===== config.mk =====
export PLATFORM = sky130hd
export DESIGN_NAME = ycbcr_color_classifier
export DESIGN_NICKNAME = d
export VERILOG_FILES = /design/src/rtl/ycbcr_color_classifier.sv
export SDC_FILE = /design/constraint.sdc
export NUM_CORES = 2
export LEC_CHECK = 0
export CORE_MARGIN = 2
export CORE_UTILIZATION = 27
export CTS_CLUSTER_SIZE = 20
export DETAILED_ROUTE_END_ITERATION = 6
export GPL_ROUTABILITY_DRIVEN = 0
export PLACE_DENSITY = 0.48
export SYNTH_ARGS = -nofsm -noshare
export SYNTH_HDL_FRONTEND = slang
export SYNTH_SLANG_ARGS = --single-unit

===== constraint.sdc =====
create_clock -name PCLK -period 7.29 [get_ports PCLK]
set_clock_uncertainty 0.15 [all_clocks]
set_input_delay 0.729 -clock PCLK [delete_from_list [all_inputs] [get_ports PCLK]]
set_output_delay 0.729 -clock PCLK [all_outputs]
set_load 0.03 [all_outputs]

===== src/rtl/ycbcr_color_classifier.sv =====
// ycbcr_color_classifier
// Three-stage YCbCr pixel classifier. Stage 1 captures the pixel and removes
// the chroma offset, stage 2 converts to saturated RGB, and stage 3 tests all
// six components against each class window. The block also keeps saturating
// per-frame hit counters that are reported on every frame_start pulse.
module ycbcr_color_classifier #(
  parameter int NUM_CLASSES = 4,
  parameter int CLS_W       = 2,
  parameter int CNT_W       = 20
) (
  input  logic                         PCLK,
  input  logic                         rst_n,
  input  logic                         e_pix,
  input  logic [7:0]                   Y,
  input  logic [7:0]                   Cb,
  input  logic [7:0]                   Cr,
  input  logic                         frame_start,
  input  logic                         cfg_we,
  input  logic [CLS_W-1:0]             cfg_class,
  input  logic [2:0]                   cfg_field,
  input  logic [7:0]                   cfg_min,
  input  logic [7:0]                   cfg_max,
  output logic                         out_valid,
  output logic [NUM_CLASSES-1:0]       class_hit,
  output logic                         class_any,
  output logic [CLS_W-1:0]             class_id,
  output logic [7:0]                   R_out,
  output logic [7:0]                   G_out,
  output logic [7:0]                   B_out,
  output logic [7:0]                   Y_dec,
  output logic                         count_valid,
  output logic [NUM_CLASSES*CNT_W-1:0] count_data
);

  localparam int NUM_FIELDS = 6;  // Y, Cb, Cr, R, G, B

  // Window configuration.
  logic [7:0]             win_min [NUM_CLASSES][NUM_FIELDS];
  logic [7:0]             win_max [NUM_CLASSES][NUM_FIELDS];
  logic [NUM_CLASSES-1:0] cls_en;

  // Stage 1.
  logic              v1;
  logic [7:0]        y1;
  logic signed [8:0] cb1, cr1;

  // Stage 2.
  logic              v2;
  logic [7:0]        y2, cb2, cr2, r2, g2, b2;
  logic signed [19:0] cb_x, cr_x, r_full, g_full, b_full;

  // Stage 3 combinational match.
  logic [7:0]             fv [NUM_FIELDS];
  logic [NUM_CLASSES-1:0] hit_nxt;
  logic [CLS_W-1:0]       id_nxt;

  // Counters.
  logic [CNT_W-1:0] cnt     [NUM_CLASSES];
  logic [CNT_W-1:0] cnt_nxt [NUM_CLASSES];

  // Clamp a wide signed colour value into the 0..255 range.
  function automatic logic [7:0] clamp8(input logic signed [19:0] v);
    if (v < 0)
      return 8'd0;
    else if (v > 20'sd255)
      return 8'd255;
    else
      return v[7:0];
  endfunction

  // Configuration registers: one window or enable bit per write strobe.
  // NOTE: the window table is reset like any other flop because its
  // default (full range, class disabled) is visible behaviour, not don't-care.
  always_ff @(posedge PCLK or negedge rst_n) begin
    if (!rst_n) begin
      cls_en <= '0;
      for (int k = 0; k < NUM_CLASSES; k++) begin
        for (int f = 0; f < NUM_FIELDS; f++) begin
          win_min[k][f] <= 8'd0;
          win_max[k][f] <= 8'd255;
        end
      end
    end else if (cfg_we && (32'(cfg_class) < NUM_CLASSES)) begin
      case (cfg_field)
        3'd0, 3'd1, 3'd2, 3'd3, 3'd4, 3'd5: begin
          win_min[cfg_class][cfg_field] <= cfg_min;
          win_max[cfg_class][cfg_field] <= cfg_max;
        end
        3'd6:    cls_en[cfg_class] <= cfg_min[0];
        default: ;  // field 7 has no register behind it
      endcase
    end
  end

  // Stage 1: capture luma and convert chroma to signed offsets.
  // NOTE: sequential state uses non-blocking assignments so every stage
  // samples the previous stage's value from before the edge.
  always_ff @(posedge PCLK or negedge rst_n) begin
    if (!rst_n) begin
      v1  <= 1'b0;
      y1  <= 8'd0;
      cb1 <= 9'sd0;
      cr1 <= 9'sd0;
    end else begin
      v1  <= e_pix;
      y1  <= Y;
      cb1 <= $signed({1'b0, Cb}) - 9'sd128;
      cr1 <= $signed({1'b0, Cr}) - 9'sd128;
    end
  end

  // Stage 2 arithmetic: fixed-point colour matrix with floor shifts.
  always_comb begin
    cb_x   = $signed({{11{cb1[8]}}, cb1});
    cr_x   = $signed({{11{cr1[8]}}, cr1});
    r_full = $signed({12'd0, y1}) + ((20'sd1436 * cr_x) >>> 10);
    g_full = $signed({12'd0, y1}) - ((20'sd352 * cb_x) >>> 10)
                                  - ((20'sd730 * cr_x) >>> 10);
    b_full = $signed({12'd0, y1}) + ((20'sd1815 * cb_x) >>> 10);
  end

  // Stage 2 registers: saturated RGB plus the raw YCbCr for window tests.
  always_ff @(posedge PCLK or negedge rst_n) begin
    if (!rst_n) begin
      v2  <= 1'b0;
      y2  <= 8'd0;
      cb2 <= 8'd0;
      cr2 <= 8'd0;
      r2  <= 8'd0;
      g2  <= 8'd0;
      b2  <= 8'd0;
    end else begin
      v2  <= v1;
      y2  <= y1;
      cb2 <= {~cb1[7], cb1[6:0]};  // undo the -128 offset
      cr2 <= {~cr1[7], cr1[6:0]};
      r2  <= clamp8(r_full);
      g2  <= clamp8(g_full);
      b2  <= clamp8(b_full);
    end
  end

  // Stage 3 match: inclusive window test on all fields, lowest index wins.
  // NOTE: every output of this block gets a default first so no latch forms.
  always_comb begin
    fv[0]   = y2;
    fv[1]   = cb2;
    fv[2]   = cr2;
    fv[3]   = r2;
    fv[4]   = g2;
    fv[5]   = b2;
    hit_nxt = cls_en;
    id_nxt  = '0;
    for (int k = 0; k < NUM_CLASSES; k++) begin
      for (int f = 0; f < NUM_FIELDS; f++) begin
        if (fv[f] < win_min[k][f] || fv[f] > win_max[k][f])
          hit_nxt[k] = 1'b0;
      end
    end
    for (int k = NUM_CLASSES - 1; k >= 0; k--) begin
      if (hit_nxt[k])
        id_nxt = CLS_W'(k);
    end
  end

  // Stage 3 registers: outputs update only for valid pixels and hold otherwise.
  always_ff @(posedge PCLK or negedge rst_n) begin
    if (!rst_n) begin
      out_valid <= 1'b0;
      class_hit <= '0;
      class_any <= 1'b0;
      class_id  <= '0;
      R_out     <= 8'd0;
      G_out     <= 8'd0;
      B_out     <= 8'd0;
      Y_dec     <= 8'd0;
    end else begin
      out_valid <= v2;
      if (v2) begin
        class_hit <= hit_nxt;
        class_any <= |hit_nxt;
        class_id  <= id_nxt;
        R_out     <= r2;
        G_out     <= g2;
        B_out     <= b2;
        Y_dec     <= {(|hit_nxt) ? 2'b11 : 2'b00, y2[7:2]};
      end
    end
  end

  // Next counter value: add this cycle's hit, sticking at all-ones.
  always_comb begin
    for (int k = 0; k < NUM_CLASSES; k++) begin
      cnt_nxt[k] = cnt[k];
      if (out_valid && class_hit[k] && (cnt[k] != '1))
        cnt_nxt[k] = cnt[k] + CNT_W'(1);
    end
  end

  // Frame counters: a hit on the frame_start cycle closes out the old frame.
  always_ff @(posedge PCLK or negedge rst_n) begin
    if (!rst_n) begin
      count_valid <= 1'b0;
      count_data  <= '0;
      for (int k = 0; k < NUM_CLASSES; k++)
        cnt[k] <= '0;
    end else begin
      count_valid <= frame_start;
      for (int k = 0; k < NUM_CLASSES; k++) begin
        if (frame_start) begin
          count_data[k*CNT_W +: CNT_W] <= cnt_nxt[k];
          cnt[k]                       <= '0;
        end else begin
          cnt[k] <= cnt_nxt[k];
        end
      end
    end
  end

endmodule

==> metrics.md <==
| Metric | Value |
|---|---|
| Outcome | finished clean |
| Post-route setup TNS | 0 ps |
| Die Height | 391 um |
| Cells after synthesis | 3814 |
| Iter 0 DRT Violations | 1187 |
| Vias in the first global route | 28.1k |
| WP data required | 7660 ps |
| Unrepaired setup endpoints after global routing | no |
| Internal cell power | 0.00970 W |
| Post-Route Hold Slack | 200 ps |
| Critical path startpoint category | flop |
| Proportion of synthesized chip area in sequential cells | 41.6% |
| Leading area contributor after synthesis | dfrtp_1 |
| Power density over the cells | 331 nW/um2 |
| Number of enable flip-flop cells after synthesis | 0 |
| Final design utilization | 31.9% |
| Critical Path Sink Type | flop |
| Max-slew violation count | 0 |
| Clock-pin slew on the worst setup and hold paths | 60 ps |
| Antenna violations before repair | 9 |
| Skew-Pair Late Insertion Delay | 690 ps |
| Inserted Clock Buffers | 80 |
| Final clock period utilization by the worst path | 93.4% |
| Proportion of register bits with asynchronous set or reset after synthesis | 100% |
| Most numerous cell types in the synthesized netlist | ha_1, inv_1, dfrtp_1, mux2_2, nor2_1 |
| VDD IR-drop max | 0.280 mV |
| Clock root buffer | clkbuf_16 |
| Gr usage total | 15.1% |
| Post-layout minimum cycle time | 6810 ps |
| Filler cell count in the final layout | 15.1k |
| Initial core utilization | 27.3% |
| Overall via count from detail_route | 27.8k |
| Switching Share | 37.8% |
| Worst hold path class | flop to flop |
| Top achievable clock speed | 147 MHz |
| Net count, final | 4675 |
| Critical Setup Path Class | flop to flop |
| Overflow after GRT | 0 |
| Count of final hold-check violations | 0 |
| DRC violations left | 0 |
| Mapped cell area | 40300 um2 |
| Width of the chip | 391 um |
| Number of vias per cell after detailed routing | 4.64 |
| Ratio of cells with drive above 1 in the final layout | 18.1% |
| Maximum clock insertion buffer count | 3 |
| Leakage power summed over all cells | 21.8 nW |
| Clock share of power | 27.0% |
| CTS H-tree depth | 3 |
| Finish-stage setup viols | 0 |
| Growth of design area from synthesis to finish | 17.0% |
| Fraction of post-synthesis cell area in the top cell type by area | 29.1% |
| Most used flip-flop cell after synthesis | dfrtp_1 |
| Number of rows in the core area | 141 |
| Synth top area cells | dfrtp_1, ha_1, dfstp_2 |
| Critical path data arrival time | 7180 ps |
| Overall die area | 153000 um2 |
| Combinational Power Share | 40.8% |
| #FFs+latches synth | 661 |
| Worst Max-Slew Pin Slew | 1160 ps |
| Port Buffer Count | 170 |
| CTS tree | yes |
| First-pass GRT wire length | 176 mm |
| Post-DP HPWL | 77.5 mm |
| First drt pass iteration count | 5 |
| Yosys warnings | 0 |
| Clock Sinks | 661 |
| Worst-case headroom to the max-slew limit | 22.9% |
| MaxCap Viol Count | 0 |
| Crit Path Max Fanout | 8 |
| Share of total power in sequential cells | 32.3% |
| Switch Pwr | 0.00590 W |
| Number of nets with antenna violations after detailed routing | 0 |
| Syn_nets | 4495 |
| Drt total wl | 114 mm |
| Core area | 148000 um2 |
| Number of distinct library cell variants in the gate-level netlist after synthesis | 76 |
| Most numerous cell in the Yosys netlist | ha_1 |
| Avg Cell Area, Syn | 10.6 um2 |
| Detailed-route wire length per cell | 19.0 um |
| Largest net degree at the start of global routing | 163 |
| Count of pins on the block boundary | 171 |
==> cell usage in the layout, fill, tap and decap left out, types with 7 or more instances in the layout <==
cell,count
a211oi_1,25
a21boi_0,7
a21o_1,64
a21oi_1,192
a31oi_1,11
and2_1,14
and3_1,23
and4_1,13
buf_4,38
bufinv_16,8
clkbuf_1,15
clkbuf_16,81
clkbuf_8,10
clkdlybuf4s50_1,167
clkinv_2,22
dfrtp_1,468
dfstp_2,192
fa_1,68
ha_1,563
inv_1,509
mux2_2,337
mux2i_1,8
nand2_1,200
nand2b_1,46
nand3_1,46
nand4_1,73
nor2_1,245
nor2b_1,35
nor3_1,29
nor3b_1,7
nor4_1,13
o2111ai_1,11
o211ai_1,18
o21a_1,46
o21ai_0,180
o22ai_1,18
or3_1,10
xnor2_1,53
xor2_1,75
==> metal layers <==
layer | track usage (%) | part of all wire [%]
met5 | 0 | 0.011
met4 | 3.81 | 2.2
met3 | 2.26 | 3.4
met2 | 25.1 | 47
met1 | 20.6 | 47
==> sequential cells by signal (all words and copies together), names as in the netlist, 2 cells and up <==
| register | cells |
|---|---|
| cr1 | 8 |
| B_out | 8 |
| class_hit | 4 |
| R_out | 8 |
| cls_en | 4 |
| cnt | 80 |
| g2 | 8 |
| cb2 | 8 |
| Y_dec | 7 |
| win_min | 192 |
| count_data | 80 |
| b2 | 8 |
| cr2 | 8 |
| r2 | 8 |
| cb1 | 8 |
| class_id | 2 |
| y2 | 8 |
| y1 | 8 |
| G_out | 8 |
| win_max | 192 |
==> power groups by stage <==
| stage | logic [W] | registers (W) | clock network [W] |
|---|---|---|---|
| after detailed placement | 0.00636 | 0.00511 | 0 |
| after global routing | 0.00728 | 0.00511 | 0.00451 |
| final | 0.00636 | 0.00503 | 0.00421 |
| after global placement | 0.00629 | 0.00510 | 0 |
| after CTS | 0.00642 | 0.00504 | 0.00438 |
| after floorplan | 0.00443 | 0.00498 | 0 |
==> what timing repair did <==
item,CTS,global route
endpoints found under the setup margin,0,8
hold buffers,1,0
endpoints found under the hold margin,53,0
buffers inserted,0,1
resized for setup,0,2
==> path summary, 6_finish.rpt <==
| check | to | startpoint | cells after the start | slack [ps] |
|---|---|---|---|---|
| max in group asynchronous | win_min[152] | rst_n | 3 | 5040 |
| min | v2 | v1 | 0 | 200 |
| min reg2reg | v2 | v1 | 0 | 200 |
| max | g2[6] | cr1[2] | 25 | 480 |
| min in group asynchronous | count_data[18] | rst_n | 2 | 520 |
| max reg2reg | g2[6] | cr1[2] | 25 | 480 |
==> critical path, cell delays in order, from the launching register on <==
cell and delay [ps]:
dfrtp_1 470, ha_1 350, inv_1 60, fa_1 530
inv_1 60, fa_1 470, fa_1 580, fa_1 420
ha_1 290, a21o_1 190, a21oi_2 250, nor2b_1 90
o21ai_0 150, nand2b_1 80, xor2_1 150, fa_1 480
inv_1 40, ha_1 310, o21ai_0 130, a21boi_0 200
o21a_1 180, o21ai_0 150, or4_1 530, o211ai_1 90
buf_4 170, a21oi_1 90
==> per-stage QoR <==
stage          std cells  cell area, um2  worst slack, ps  total power, W
2_1_floorplan       3814           40300              737         0.00940
3_3_place_gp        5840           44400              206          0.0114
3_5_place_dp        5840           44400              190          0.0115
4_1_cts             5989           47200              149          0.0158
5_1_grt             5990           47200             30.8          0.0169
6_report            5993           47200              480          0.0156
==> cell type report <==
type | instances | area, um2 | share of cell area (%)
multi-input combinational | 2528 | 21200 | 45.0
sequential | 661 | 16800 | 35.6
tap | 1930 | 2410 | 5.12
clock buffer | 106 | 2220 | 4.71
timing repair buffer | 213 | 2080 | 4.40
inverter | 510 | 1910 | 4.06
clock inverter | 42 | 537 | 1.14
antenna | 3 | 7.51 | 0.0159
==> cell families after synthesis <==
logic type	share of synthesized area [%]
AOI/OAI and AO/OA	9.82
xor gates and xnor gates	2.82
adders and majority gates	20.8
buffers and inverters	5.86
DFF	41.6
muxes	9.61
and+or+nand+nor	9.45
No activity file was read; power rests on OpenSTA's default activity.
